===== src/rtl/game_constants.sv =====
// Constants shared by the bird physics, display and collision stages:
// life-cycle encodings, screen geometry and the bird_reg packing.
package game_constants;

    typedef enum logic [1:0] {
        ST_IDLE    = 2'd0,
        ST_FLYING  = 2'd1,
        ST_FALLING = 2'd2,
        ST_DEAD    = 2'd3
    } bird_state_e;

    localparam int BIRD_Y_W = 9;

    localparam logic [9:0] SCREEN_WIDTH   = 10'd640;
    localparam logic [9:0] SCREEN_HEIGHT  = 10'd480;
    localparam logic [5:0] BIRD_HEIGHT    = 6'd35;
    localparam logic [9:0] BIRD_LEFT_EDGE = 10'd120;

    localparam logic [BIRD_Y_W-1:0] START_Y = 9'd200;
    localparam logic [BIRD_Y_W-1:0] FLOOR_Y = 9'd445;

    localparam logic signed [7:0] GRAVITY        = 8'sd1;
    localparam logic signed [7:0] FLAP_VELOCITY  = 8'sd8;
    localparam logic signed [7:0] MAX_FALL_SPEED = 8'sd10;

    // Top edge lives in bits [8:0] of the display word.
    function automatic logic [31:0] pack_bird_reg(input logic [BIRD_Y_W-1:0] y);
        return {23'd0, y};
    endfunction

endpackage


===== src/rtl/bird_physics_flap_latch.sv =====
// Flap button edge detector with a pending flag that survives until the
// next frame tick, plus a discard input used while falling or dead.
module flap_latch (
    input  logic clk,
    input  logic reset,
    input  logic flap,
    input  logic frame_tick,
    input  logic clear,
    output logic flap_edge,
    output logic flap_apply
);

    logic flap_prev_r;
    logic flap_pending_r;
    logic flap_edge_s;

    assign flap_edge_s = flap & ~flap_prev_r;
    assign flap_edge   = flap_edge_s;
    // An edge arriving on the tick cycle itself counts for that tick.
    assign flap_apply  = flap_pending_r | flap_edge_s;

    // Previous button level; preset high so a held button is not an edge.
    always_ff @(posedge clk) begin
        if (reset) begin
            flap_prev_r <= 1'b1;
        end else begin
            flap_prev_r <= flap;
        end
    end

    // Pending flag: set by an edge, consumed by a tick or discarded by clear.
    always_ff @(posedge clk) begin
        if (reset) begin
            flap_pending_r <= 1'b0;
        end else if (clear || frame_tick) begin
            flap_pending_r <= 1'b0;
        end else if (flap_edge_s) begin
            flap_pending_r <= 1'b1;
        end else begin
            flap_pending_r <= flap_pending_r;
        end
    end

endmodule


===== src/rtl/bird_physics.sv =====
// Per-frame vertical motion engine for the player bird: gravity/flap
// integration with ceiling and floor clamps, and the play/fall/dead FSM.
module bird_physics
    import game_constants::*;
(
    input  logic        clk,
    input  logic        reset,
    input  logic        frame_tick,
    input  logic        flap,
    input  logic        collision,
    output logic [31:0] bird_reg,
    output logic [7:0]  bird_velocity,
    output logic [1:0]  state,
    output logic        game_over
);

    bird_state_e              state_r, state_next_s;
    logic [BIRD_Y_W-1:0]      bird_y_r, y_next_s;
    logic signed [7:0]        vel_r, v_next_s;
    logic                     game_over_r;

    logic                     flap_edge_s;
    logic                     flap_apply_s;
    logic                     flap_clear_s;

    logic                     phys_flap_s;
    logic signed [7:0]        v_grav_s;
    logic signed [7:0]        v_cand_s;
    logic signed [7:0]        v_try_s;
    logic signed [10:0]       y_sum_s;
    logic [BIRD_Y_W-1:0]      phys_y_s;
    logic signed [7:0]        phys_v_s;
    logic                     floor_hit_s;

    flap_latch u_flap_latch (
        .clk        (clk),
        .reset      (reset),
        .flap       (flap),
        .frame_tick (frame_tick),
        .clear      (flap_clear_s),
        .flap_edge  (flap_edge_s),
        .flap_apply (flap_apply_s)
    );

    // Flaps are discarded once the bird has been hit or is dead.
    always_comb begin
        if ((state_r == ST_FALLING) || (state_r == ST_DEAD)) begin
            flap_clear_s = 1'b1;
        end else begin
            flap_clear_s = 1'b0;
        end
    end

    // Whether this tick's physics uses the flap impulse; collision beats flap.
    always_comb begin
        phys_flap_s = 1'b0;
        case (state_r)
            ST_IDLE:   phys_flap_s = 1'b1;
            ST_FLYING: phys_flap_s = flap_apply_s & ~collision;
            default:   phys_flap_s = 1'b0;
        endcase
    end

    // One integration step: velocity update, 11-bit signed position sum, clamps.
    always_comb begin
        v_grav_s = vel_r + GRAVITY;
        if (v_grav_s > MAX_FALL_SPEED) begin
            v_cand_s = MAX_FALL_SPEED;
        end else begin
            v_cand_s = v_grav_s;
        end
        if (phys_flap_s) begin
            v_try_s = -FLAP_VELOCITY;
        end else begin
            v_try_s = v_cand_s;
        end
        y_sum_s = $signed({2'b00, bird_y_r}) + $signed({{3{v_try_s[7]}}, v_try_s});
        if (y_sum_s < 11'sd0) begin
            phys_y_s    = 9'd0;
            phys_v_s    = 8'sd0;
            floor_hit_s = 1'b0;
        end else if (y_sum_s >= $signed({2'b00, FLOOR_Y})) begin
            phys_y_s    = FLOOR_Y;
            phys_v_s    = 8'sd0;
            floor_hit_s = 1'b1;
        end else begin
            phys_y_s    = y_sum_s[8:0];
            phys_v_s    = v_try_s;
            floor_hit_s = 1'b0;
        end
    end

    // Life-cycle next state and the position/velocity to register.
    always_comb begin
        state_next_s = state_r;
        y_next_s     = bird_y_r;
        v_next_s     = vel_r;
        case (state_r)
            ST_IDLE: begin
                if (frame_tick && flap_apply_s) begin
                    state_next_s = ST_FLYING;
                    y_next_s     = phys_y_s;
                    v_next_s     = phys_v_s;
                end else begin
                    state_next_s = ST_IDLE;
                end
            end
            ST_FLYING: begin
                if (collision) begin
                    state_next_s = ST_FALLING;
                end else begin
                    state_next_s = ST_FLYING;
                end
                if (frame_tick) begin
                    y_next_s = phys_y_s;
                    v_next_s = phys_v_s;
                    if (floor_hit_s) begin
                        state_next_s = ST_DEAD;
                    end else begin
                        state_next_s = state_next_s;
                    end
                end else begin
                    y_next_s = bird_y_r;
                end
            end
            ST_FALLING: begin
                if (frame_tick) begin
                    y_next_s = phys_y_s;
                    v_next_s = phys_v_s;
                    if (floor_hit_s) begin
                        state_next_s = ST_DEAD;
                    end else begin
                        state_next_s = ST_FALLING;
                    end
                end else begin
                    state_next_s = ST_FALLING;
                end
            end
            ST_DEAD: begin
                if (flap_edge_s) begin
                    state_next_s = ST_IDLE;
                    y_next_s     = START_Y;
                    v_next_s     = 8'sd0;
                end else begin
                    state_next_s = ST_DEAD;
                    y_next_s     = FLOOR_Y;
                    v_next_s     = 8'sd0;
                end
            end
            default: begin
                state_next_s = ST_IDLE;
                y_next_s     = START_Y;
                v_next_s     = 8'sd0;
            end
        endcase
    end

    // State, position, velocity and game_over registers.
    always_ff @(posedge clk) begin
        if (reset) begin
            state_r     <= ST_IDLE;
            bird_y_r    <= START_Y;
            vel_r       <= 8'sd0;
            game_over_r <= 1'b0;
        end else begin
            state_r     <= state_next_s;
            bird_y_r    <= y_next_s;
            vel_r       <= v_next_s;
            game_over_r <= (state_next_s == ST_DEAD);
        end
    end

    assign bird_reg      = pack_bird_reg(bird_y_r);
    assign bird_velocity = vel_r;
    assign state         = state_r;
    assign game_over     = game_over_r;

endmodule


===== config.mk =====
export PLATFORM = sky130hd
export DESIGN_NAME = bird_physics
export DESIGN_NICKNAME = d
export VERILOG_FILES = /design/src/rtl/game_constants.sv /design/src/rtl/bird_physics_flap_latch.sv /design/src/rtl/bird_physics.sv
export SDC_FILE = /design/constraint.sdc
export NUM_CORES = 1
export LEC_CHECK = 0
export CAP_MARGIN = 20
export CORE_MARGIN = 4
export CORE_UTILIZATION = 40
export DETAILED_ROUTE_END_ITERATION = 10
export PLACE_DENSITY = 0.74
export SLEW_MARGIN = 15
export SYNTH_ARGS = -nofsm -noshare
export SYNTH_HDL_FRONTEND = slang
export SYNTH_SLANG_ARGS = --single-unit

===== constraint.sdc =====
create_clock -name clk -period 9.3 [get_ports clk]
set_input_delay 2.325 -clock clk [delete_from_list [all_inputs] [get_ports clk]]
set_output_delay 2.325 -clock clk [all_outputs]
set_load 0.05 [all_outputs]

==> metrics.yaml <==
setup_path:
  max_stage_delay_ns: 0.45
  crit_path_top_delay_cell: "xor2_1"
  worst_ep_arrival_time_ns: 6.06
  setup.worst_path.class: "input pin to flip-flop"
  crit_path_cell_trace: "clkdlybuf4s50_1 -> nand2b_1 -> nor2b_1 -> o21ba_2 -> a21boi_0 -> inv_1 -> fa_1 -> and2b_1 -> o221ai_2 -> a32oi_1 -> a21o_1 -> xor2_1 -> nor2_1 -> o21ai_2 -> a211oi_1"
  start_kind: "input pin"
  reg2reg_depth: 17
  worst_r2r_endpoint: "bird_y_r[5]"
  r2r-start: "bird_velocity[1]"
  critPathCaptureType: "flip-flop"
  rrSetupSlack_ns: 4.65
  cp_top_family: "compound AO/OA/AOI/OAI gates"
  critPathMaxFanout: 7
  crit_buf_inv: 2
  required_ns: 9.44
min_path:
  min_to: "bird_y_r[1]"
  hold_start: "bird_y_r[1]"
  worstHoldPathCells: 2
  hold_path.class: "flip-flop to flip-flop"
route:
  post-route-drc-count: 0
  drtAntennaViolNets: 0
  vias_per_cell: 5.27
  totalWireLength_um: 4040
  dr.pass1.iters: 4
  vias: 1608
  drt_iter0_markers: 127
  wire_per_inst_um: 13.2
die:
  pin_count: 48
  core_mm2: 0.00444
  dieArea_mm2: 0.00585
  die_x_um: 76.5
  start_util: 0.422
  rows: 24
  die_h_um: 76.5
synth:
  synthAdderAreaFrac: 0.117
  yosys.area_share.simple: 0.192
  syn_inst: 228
  muxShareOfSynthArea: 0.0160
  synth_area_mm2: 0.00188
  ys_warn_count: 0
  synth_top_family_by_area: "compound AO/OA/AOI/OAI gates"
  seq_area_frac_synth: 0.235
  synth_cell_types: 55
  yosysTopAreaCellShare: 0.235
  synth.avg_cell_area_um2: 8.23
  synth.area.top_cells: "dfxtp_1 23%, ha_1 11%, buf_4 9.2%, xnor2_1 6.1%, nor2_1 5.2%"
  synth_compound_area_frac: 0.236
  synth-xor-area-share: 0.0747
  synth_edf_count: 0
  synth_top_cell_by_area: "dfxtp_1"
  ys.flop_type: "dfxtp_1"
  ys_async_sr_fraction: 0
  synth-seq-cells: 22
cells_and_area:
  diodes: 0
  drive_gt1_frac: 0.0711
  synthToLayoutAreaGrowth_pct: 13.7
  fin_nets: 276
placement:
  dpl.hpwl_um: 3200
  pre_cts_slack_ns: 3.14
  io_buffers: 24
  place_congestion: 0.848
clocking:
  cts_buffer_depth: 2
  clkSinkCount: 22
  htree_levels: 1
  numCtsBuffers: 3
  cts_tree: "yes"
  cts_hold_repair.buffers: 0
  cts_resized: 0
  clk_transition_reported_paths_ns: 0.08
  worstSkewPairLatency_ns: 0.27
  cts-root-buf: "clkbuf_8"
  postCtsSetupBuffers: 0
timing:
  max_freq_mhz: 169
  finalCritPeriodShare: 0.637
  slew_headroom: 0.602
  setup_viol: 0
  final_hold_viol_count: 0
  worst_slew_pin_slew_ns: 0.595
  slew_viol_final: 0
  fin_skew_ns: 0.0104
  min_period_ns: 5.92
  rsz0062_at_grt: "false"
  worst_slack_ns: 3.38
  fin_tns_setup_ns: 0
global_routing:
  grt_use_total: 0.138
  antenna_found_initial: 0
  grt-ovfl-total: 0
  grt_max_degree: 16
  grt_pass1_wl_um: 6950
  grt_pass1_vias: 1438
status:
  status: "completed"
pwr:
  powerDensity_mw_per_mm2: 133
  clock_power_share: 0.251
  p_sw_uw: 113
  peakVddDrop_mv: 0.0648
  p_comb_frac: 0.385
  power.internal_uw: 171
  switching_share: 0.398
  p_seq_frac: 0.364
  cellLeakagePower_uw: 0.000827
flow_run:
  drv_cap: 0
==> through the flow <==
step / total power, µW / cell area [µm²] / instances / hold WS [ns] / util
after floorplan: 202 / 1960 / 250 / 0.587 / -
after global placement: 213 / 2080 / 301 / 0.505 / 0.468
after detailed placement: 214 / 2080 / 301 / 0.507 / 0.468
after CTS: 285 / 2130 / 305 / 0.517 / 0.480
after global routing: 297 / 2130 / 305 / 0.550 / 0.480
final: 284 / 2130 / 305 / 0.511 / 0.480
==> sequential cells by signal (all words and copies together), names as in the netlist <==
register and count:
state 2, u_flap_latch.flap_prev_r 1, u_flap_latch.flap_pending_r 1, game_over 1
bird_y_r 9, bird_velocity 8
==> tightest hold or removal path, delay by kind of cell, from the launching register on <==
kind            cells  cell delay (ns)
flops               1             0.35
compound gates      1             0.05
simple gates        1             0.07
==> synth_stat cells, types with 2 or more instances <==
| cell | number |
|---|---|
| a21o_1 | 4 |
| a211oi_1 | 4 |
| a31oi_1 | 3 |
| a32o_1 | 2 |
| o211ai_1 | 2 |
| o21bai_1 | 2 |
| xor2_1 | 3 |
| dfxtp_1 | 22 |
| nor2_1 | 26 |
| nand2b_1 | 4 |
| xnor2_1 | 13 |
| a22o_1 | 5 |
| a21oi_1 | 11 |
| a311oi_1 | 3 |
| o21ai_0 | 8 |
| and2_1 | 2 |
| mux2i_1 | 3 |
| nor2b_1 | 3 |
| buf_4 | 23 |
| nand3_1 | 4 |
| o22ai_1 | 2 |
| o41ai_1 | 2 |
| nand2_1 | 16 |
| nor3_1 | 2 |
| or2_2 | 2 |
| o21a_1 | 2 |
| ha_1 | 16 |
| inv_1 | 12 |
==> worst max path at each step <==
stage,start,to,cells past startpoint
2_1_floorplan,flap,bird_y_r[2],14
3_3_place_gp,flap,bird_y_r[5],17
3_5_place_dp,flap,bird_y_r[5],15
4_1_cts,flap,bird_y_r[5],15
5_1_grt,flap,bird_y_r[2],15
6_report,flap,bird_y_r[5],15
==> power by group through the flow <==
stage / registers (µW) / logic [µW] / clock network (µW)
6_report: 103 / 109 / 71.2
5_1_grt: 104 / 117 / 75.3
4_1_cts: 103 / 109 / 72.7
3_5_place_dp: 105 / 108 / 0
3_3_place_gp: 105 / 107 / 0
2_1_floorplan: 118 / 83.8 / 0
==> cells by family after synthesis <==
group                    count (synthesis)
multiplexers                             3
buffers and inverters                   38
AND/OR/NAND/NOR                         70
flip-flops                              22
other                                    1
adder cells (fa/ha/maj)                 17
AO/OA/AOI/OAI                           61
XOR/XNOR                                16
==> routing by layer <==
layer  routed length (µm)  GRT usage  vias up
met5                    0          0        -
met4                   36     0.0362        0
met3                  135     0.0130        4
met2                 1900      0.221       43
met1                 1960      0.196      739
li1                     -          -      822
==> layout by cell type (no fill, tap or decap), types with 2 or more instances in the layout <==
cell	count
nor3_1	2
o21a_1	2
a311oi_1	3
a31oi_1	3
o21ai_0	8
ha_1	16
nor2_1	26
a21oi_1	11
nor2b_1	3
a22o_1	5
xor2_1	3
nand3_1	4
and2_1	2
conb_1	23
clkbuf_8	4
or2_2	2
clkdlybuf4s50_1	24
a211oi_1	4
xnor2_1	13
o211ai_1	2
nand2_1	16
o41ai_1	2
mux2i_1	3
a21o_1	4
inv_1	12
dfxtp_1	22
o21bai_1	2
o22ai_1	2
nand2b_1	4
a32o_1	2
==> layout make-up <==
type	instances	area, µm²
tap	52	65.1
inverter	12	45.0
timing repair buffer	25	248
clock buffer	4	55.1
multi-input combinational	190	1280
sequential	22	440
fill	442	2310
Power figures use the tool's default switching activity.
